===== config.mk =====
export PLATFORM = sky130hd
export DESIGN_NAME = ocx_tlx_bdi_tracker
export DESIGN_NICKNAME = d
export VERILOG_FILES = /design/src/rtl/ocx_tlx_bdi_tracker.sv
export SDC_FILE = /design/constraint.sdc
export NUM_CORES = 2
export LEC_CHECK = 0
export BUFFER_PORTS_ARGS = -buffer_cell sky130_fd_sc_hd__buf_2
export CAP_MARGIN = 0
export CORE_MARGIN = 8
export CORE_UTILIZATION = 43
export DETAILED_ROUTE_END_ITERATION = 8
export HOLD_SLACK_MARGIN = 0.05
export PLACE_DENSITY_LB_ADDON = 0.2
export SETUP_SLACK_MARGIN = 0.15
export SYNTH_ARGS = -nofsm -noshare
export SYNTH_HDL_FRONTEND = slang
export SYNTH_SLANG_ARGS = --single-unit

===== constraint.sdc =====
create_clock -name tlx_clk -period 9.5 [get_ports tlx_clk]
set_clock_uncertainty 0.1 [all_clocks]
set_input_delay 1.9 -clock tlx_clk [delete_from_list [all_inputs] [get_ports tlx_clk]]
set_output_delay 1.9 -clock tlx_clk [all_outputs]
set_load 0.01 [all_outputs]

===== src/rtl/ocx_tlx_bdi_tracker.sv =====
// Multi-channel BDI tracker: pairs bookend BDI bits with arbiter channel tags and
// stores one bit per flit per channel. Optional macro OCX_TLX_BDI_OVF_CHK_EN enables err.
module ocx_tlx_bdi_tracker #(
  parameter int NUM_CH  = 3,
  parameter int CH_W    = 2,
  parameter int ADDR_W  = 8,
  parameter int BDI_W   = 8,
  parameter int Q_DEPTH = 16
) (
  input  logic                         tlx_clk,
  input  logic                         reset_n,
  input  logic                         bdi_v,
  input  logic [BDI_W-1:0]             bdi_vec,
  input  logic [3:0]                   bdi_cnt,
  input  logic                         tag_v,
  input  logic [CH_W-1:0]              tag_ch,
  input  logic [1:0]                   tag_flits,
  input  logic [NUM_CH-1:0]            rd_ena,
  input  logic [NUM_CH*ADDR_W-1:0]     rd_ptr,
  output logic [NUM_CH-1:0]            bdi_out,
  output logic [NUM_CH*ADDR_W-1:0]     wr_cnt,
  output logic [$clog2(Q_DEPTH):0]     bit_occ,
  output logic [$clog2(Q_DEPTH):0]     tag_occ,
  output logic                         err
);

  localparam int PTR_W = $clog2(Q_DEPTH);
  localparam int OCC_W = PTR_W + 1;
  localparam int DEPTH = 1 << ADDR_W;
  localparam logic [OCC_W-1:0] Q_FULL = OCC_W'(Q_DEPTH);

  logic [Q_DEPTH-1:0] bit_q;
  logic [CH_W-1:0]    tag_q [Q_DEPTH];
  logic [PTR_W-1:0]   bit_wp, bit_rp, tag_wp, tag_rp;
  logic [ADDR_W-1:0]  wp_q [NUM_CH];
  logic               mem [NUM_CH][DEPTH];

  logic [OCC_W-1:0]   bit_req, bit_room, bit_acc;
  logic [OCC_W-1:0]   tag_req, tag_room, tag_acc;
  logic               bit_ovf, tag_ovf, tag_bad, pop;
  logic [CH_W-1:0]    pop_ch;
  logic               pop_bit;

  // NOTE: every variable gets a default at the top of always_comb so no path infers a latch.
  always_comb begin
    bit_req = '0;
    if (bdi_v)
      bit_req = (int'(bdi_cnt) > BDI_W) ? OCC_W'(BDI_W) : OCC_W'(bdi_cnt);
    bit_room = Q_FULL - bit_occ;
    bit_ovf  = bit_req > bit_room;
    bit_acc  = bit_ovf ? bit_room : bit_req;

    tag_bad = tag_v && (int'(tag_ch) >= NUM_CH);
    tag_req = '0;
    if (tag_v && !tag_bad) begin
      case (tag_flits)
        2'b01:   tag_req = OCC_W'(1);
        2'b10:   tag_req = OCC_W'(2);
        2'b11:   tag_req = OCC_W'(4);
        default: tag_req = '0;
      endcase
    end
    tag_room = Q_FULL - tag_occ;
    tag_ovf  = tag_req > tag_room;
    tag_acc  = tag_ovf ? tag_room : tag_req;

    // Pairing looks only at registered occupancy, so a push is seen one cycle later.
    pop     = (bit_occ != '0) && (tag_occ != '0);
    pop_ch  = tag_q[tag_rp];
    pop_bit = bit_q[bit_rp];
  end

  // NOTE: sequential state uses non-blocking assignments so every reader sees pre-edge values.
  always_ff @(posedge tlx_clk) begin
    if (!reset_n) begin
      bit_wp  <= '0;
      bit_rp  <= '0;
      tag_wp  <= '0;
      tag_rp  <= '0;
      bit_occ <= '0;
      tag_occ <= '0;
      for (int c = 0; c < NUM_CH; c++) wp_q[c] <= '0;
    end else begin
      bit_wp  <= bit_wp + PTR_W'(bit_acc);
      bit_rp  <= bit_rp + PTR_W'(pop);
      bit_occ <= bit_occ + bit_acc - OCC_W'(pop);
      tag_wp  <= tag_wp + PTR_W'(tag_acc);
      tag_rp  <= tag_rp + PTR_W'(pop);
      tag_occ <= tag_occ + tag_acc - OCC_W'(pop);
      if (pop) wp_q[pop_ch] <= wp_q[pop_ch] + ADDR_W'(1);
    end
  end

  // NOTE: queue storage and BDI arrays are never reset; pointers and occupancy give them meaning.
  always_ff @(posedge tlx_clk) begin
    for (int i = 0; i < BDI_W; i++)
      if (OCC_W'(i) < bit_acc) bit_q[bit_wp + PTR_W'(i)] <= bdi_vec[i];
    for (int i = 0; i < 4; i++)
      if (OCC_W'(i) < tag_acc) tag_q[tag_wp + PTR_W'(i)] <= tag_ch;
    if (reset_n && pop) mem[pop_ch][wp_q[pop_ch]] <= pop_bit;
  end

  // Reads sample the array before this edge's write, so a collision returns old data.
  always_ff @(posedge tlx_clk) begin
    if (!reset_n) begin
      bdi_out <= '0;
    end else begin
      for (int c = 0; c < NUM_CH; c++)
        bdi_out[c] <= rd_ena[c] ? mem[c][rd_ptr[c*ADDR_W +: ADDR_W]] : 1'b0;
    end
  end

  always_comb begin
    wr_cnt = '0;
    for (int c = 0; c < NUM_CH; c++) wr_cnt[c*ADDR_W +: ADDR_W] = wp_q[c];
  end

`ifdef OCX_TLX_BDI_OVF_CHK_EN
  always_ff @(posedge tlx_clk) begin
    if (!reset_n)                            err <= 1'b0;
    else if (bit_ovf || tag_ovf || tag_bad)  err <= 1'b1;
  end
`else
  assign err = 1'b0;
`endif

endmodule


==> results.md <==
- PwrDens: 312 nW/µm²
- Share of layout cells above drive strength 1: 0.174
- Nature of the critical path startpoint: input pin
- Initial DRC count: 2591
- Net Sw Power: 5580 µW
- Max IR drop VDD: 0.490 mV
- Cell Rows: 114
- Setup TNS: 0 ns
- Post-CTS Setup Repair Bufs: 0
- Insertion delay to the later sink of the worst-skew pair: 0.67 ns
- Most frequent cells in the layout: 874 x nor2_1, 832 x edfxtp_1, 255 x mux4_2, 147 x nand2_1, 98 x clkbuf_16
- Maximum clock rate: 172 MHz
- CTS root buf: clkbuf_16
- Die area: 108000 µm²
- Synthesized area: 42000 µm²
- CTS tree: yes
- Crit Path Max Fanout: 17
- Flop-to-flop setup slack: 4.39 ns
- Yosys top cell by area: edfxtp_1
- Cells after Synth: 3128
- Mapped Nets: 3226
- DP HPWL: 67900 µm
- Hold Path Stages: 2
- # placed instances: 4279
- Reg2Reg Capture Point: mem[1][136]$_DFFE_PP_
- First-pass GRT wire length: 167000 µm
- Placed cell areas: 43200 µm²
- RSZ-0062 raised after global routing: false
- Hold buffers post-CTS: 0
- Top cell type's share of synthesized area: 0.595
- Period utilisation layout: 0.612
- Crit Path Category: in -> reg
- Remaining DRCs: 0
- Seq pwr share: 0.399
- Worst r2r src: tag_rp[0]$_SDFF_PN0_
- Combinational power share: 0.358
- Initial core utilization: 0.434
- Area Overhead vs Synth: 9.81%
- FF+latch count, synth: 877
- Reg2Reg Depth: 11
- Sw Share: 0.389
- Status: completed
- Worst Hold Class: reg -> reg
- Die H: 328 µm
- DIE WIDTH: 328 µm
- Core Area: 96700 µm²
- ANT nets after route: 0
- Number of vias per cell: 5.95
- Int Pwr: 8780 µW
- Fin cells: 4453
- Avg Inst Size Synth: 13.4 µm²
- Sequential share of the synthesized area: 0.617
- Max_slew headroom: 0.0630
- Filler Cell Count: 8571
- Final setup fails: 0
- Most common cell after layout, fill and taps aside: nor2_1
- H-tree level count: 3
- Antenna violations before repair: 10
- Final count of hold timing violations: 0
- Total Routing Usage GR: 0.202
- Final non-filler cell area: 46100 µm²
- Vias: 26479
- Final WL: 111000 µm
- Critical Path AT: 6.27 ns
- Warnings from Yosys: 0
- Clock Sinks: 877
- Minimum clock period after layout: 5.82 ns
- Synth cell types: 85
- Worst slew pin tran: 1.41 ns
- Critical Path RT: 9.95 ns
- Slew Limit Fails: 0
- CTS buffer count: 96
- CP endpoint kind: flip-flop
- Hold Path Sink: bit_rp[3]$_SDFF_PN0_
- Ys flop type: edfxtp_1
- Leak Pwr: 0.0142 µW
- CTS max path bufs: 3
- Clock share of power: 0.243
- Hold Path Origin: bit_rp[3]$_SDFF_PN0_
- Async set-or-reset flop fraction in the synthesized netlist: 0
- CTS resizes: 0
- Max cap viols: 0
- Largest net degree at the start of global routing: 342
- Worst-path clk slew: 0.06 ns
- I/O pin count: 85
- Routability cong.: 0.900
- Vias in the first global route: 26654
- Gr ovfl total: 0
- IO buf count: 83
- Synth area leaders: edfxtp_1 60%, mux4_2 14%, nor2_1 7.8%
- DR pass1 iterations: 5
- Layout Nets: 3199
- Post-synth EDFFs: 832
- Per-cell routed wire length: 25.0 µm
-- sequential cells by signal (all words and copies together) (netlist names) --
register,cells
tag_occ,5
tag_wp,4
bit_rp,4
bit_occ,5
bit_wp,4
wp_q,32
mem,768
bit_q,16
bdi_out,3
tag_q,32
tag_rp,4
-- routing by layer --
metal	up-vias	global-route usage	share of wire
met4	12	0.0563	0.027
met1	13667	0.279	0.43
met3	202	0.0406	0.071
li1	11641	-	-
met2	957	0.324	0.47
met5	-	0	0.00067
-- cells in the mapped netlist (5+ instances only) --
cell and number:
o32a_1 5, buf_6 5, buf_2 80, xnor2_1 25, o22a_1 5, a21o_1 13
o21ai_1 9, a221oi_1 24, o21ai_0 39, or2_2 15, clkbuf_1 117, mux2_2 7
or3_1 13, mux4_2 256, and2_1 43, o211ai_1 10, nand2_1 156, o311ai_0 6
nand2b_1 16, xor2_1 15, a22o_1 18, a32oi_1 10, mux2i_1 29, dfxtp_1 45
nand3_1 29, inv_1 56, o221ai_1 20, a211oi_1 7, a21oi_1 49, buf_1 16
o22ai_1 25, edfxtp_1 832, ha_1 47, and3_1 9, nor4_1 9, a31oi_1 9
o31ai_1 5, buf_4 21, nor2_1 874, o32ai_1 15, nor3_1 32, nor2b_1 18
a22oi_1 11
-- metrics by stage --
step                 util  hold slack (ns)  setup WS, ns  total power, µW
global placement    0.446            0.480          3.11            10700
global route        0.476            0.544          3.38            15000
floorplan               -            0.452          2.24             9450
finish              0.477            0.523          3.68            14400
CTS                 0.476            0.523          3.62            14400
detailed placement  0.446            0.510          2.93            10900
-- cell type report --
type / count / area (µm²) / share of cell area
sequential: 877 / 25900 / 0.562
multi-input combinational: 1951 / 14800 / 0.321
clock buffer: 127 / 2560 / 0.0556
tap: 1276 / 1600 / 0.0346
timing repair buffer: 115 / 676 / 0.0147
clock inverter: 44 / 338 / 0.00733
inverter: 60 / 225 / 0.00489
antenna: 3 / 7.51 / 0.000163
-- worst max-delay path by stage --
stage                         startpoint                    end  slack (ns)  cells after the start
floorplan           bit_rp[1]$_SDFF_PN0_    mem[0][0]$_DFFE_PP_        2.24                      2
global placement               tag_ch[1]  tag_occ[4]$_SDFF_PN0_        3.11                     19
detailed placement             tag_ch[1]  tag_occ[4]$_SDFF_PN0_        2.93                     19
CTS                            tag_ch[1]  tag_occ[4]$_SDFF_PN0_        3.62                     19
global route                   tag_ch[1]  tag_occ[4]$_SDFF_PN0_        3.38                     19
finish                         tag_ch[1]  tag_occ[4]$_SDFF_PN0_        3.68                     19
-- cells by family after synthesis --
group | count (synthesis) | synth area share
and+or+nand+nor | 1239 | 0.123
other | 1 | 0.0000894
AOI/OAI and AO/OA | 323 | 0.0560
adders and majority gates | 51 | 0.0159
buffers and inverters | 300 | 0.0323
muxes | 297 | 0.148
xor gates and xnor gates | 40 | 0.00835
DFF | 877 | 0.617
-- power groups by stage --
| stage | Clock [µW] | Combinational, µW | Sequential (µW) |
|---|---|---|---|
| detailed placement | 0 | 5070 | 5790 |
| CTS | 3560 | 5090 | 5720 |
| global placement | 0 | 4950 | 5780 |
| floorplan | 0 | 3420 | 6030 |
| global route | 3690 | 5570 | 5750 |
| finish | 3490 | 5140 | 5730 |
-- critical path: stages --
cell and delay (ns):
buf_2 0.19, a21boi_0 0.50, nand2_1 0.20, nor2_1 0.19
ha_1 0.27, nor2b_1 0.14, o21a_1 0.17, o211a_1 0.28
and2_1 0.20, o21ai_1 0.40, clkinv_1 0.36, ha_1 0.37
inv_1 0.04, ha_1 0.32, a21o_1 0.17, a21oi_1 0.17
xnor2_1 0.16, xnor2_1 0.09, and2_1 0.15
No activity file was read; power rests on OpenSTA's default activity.
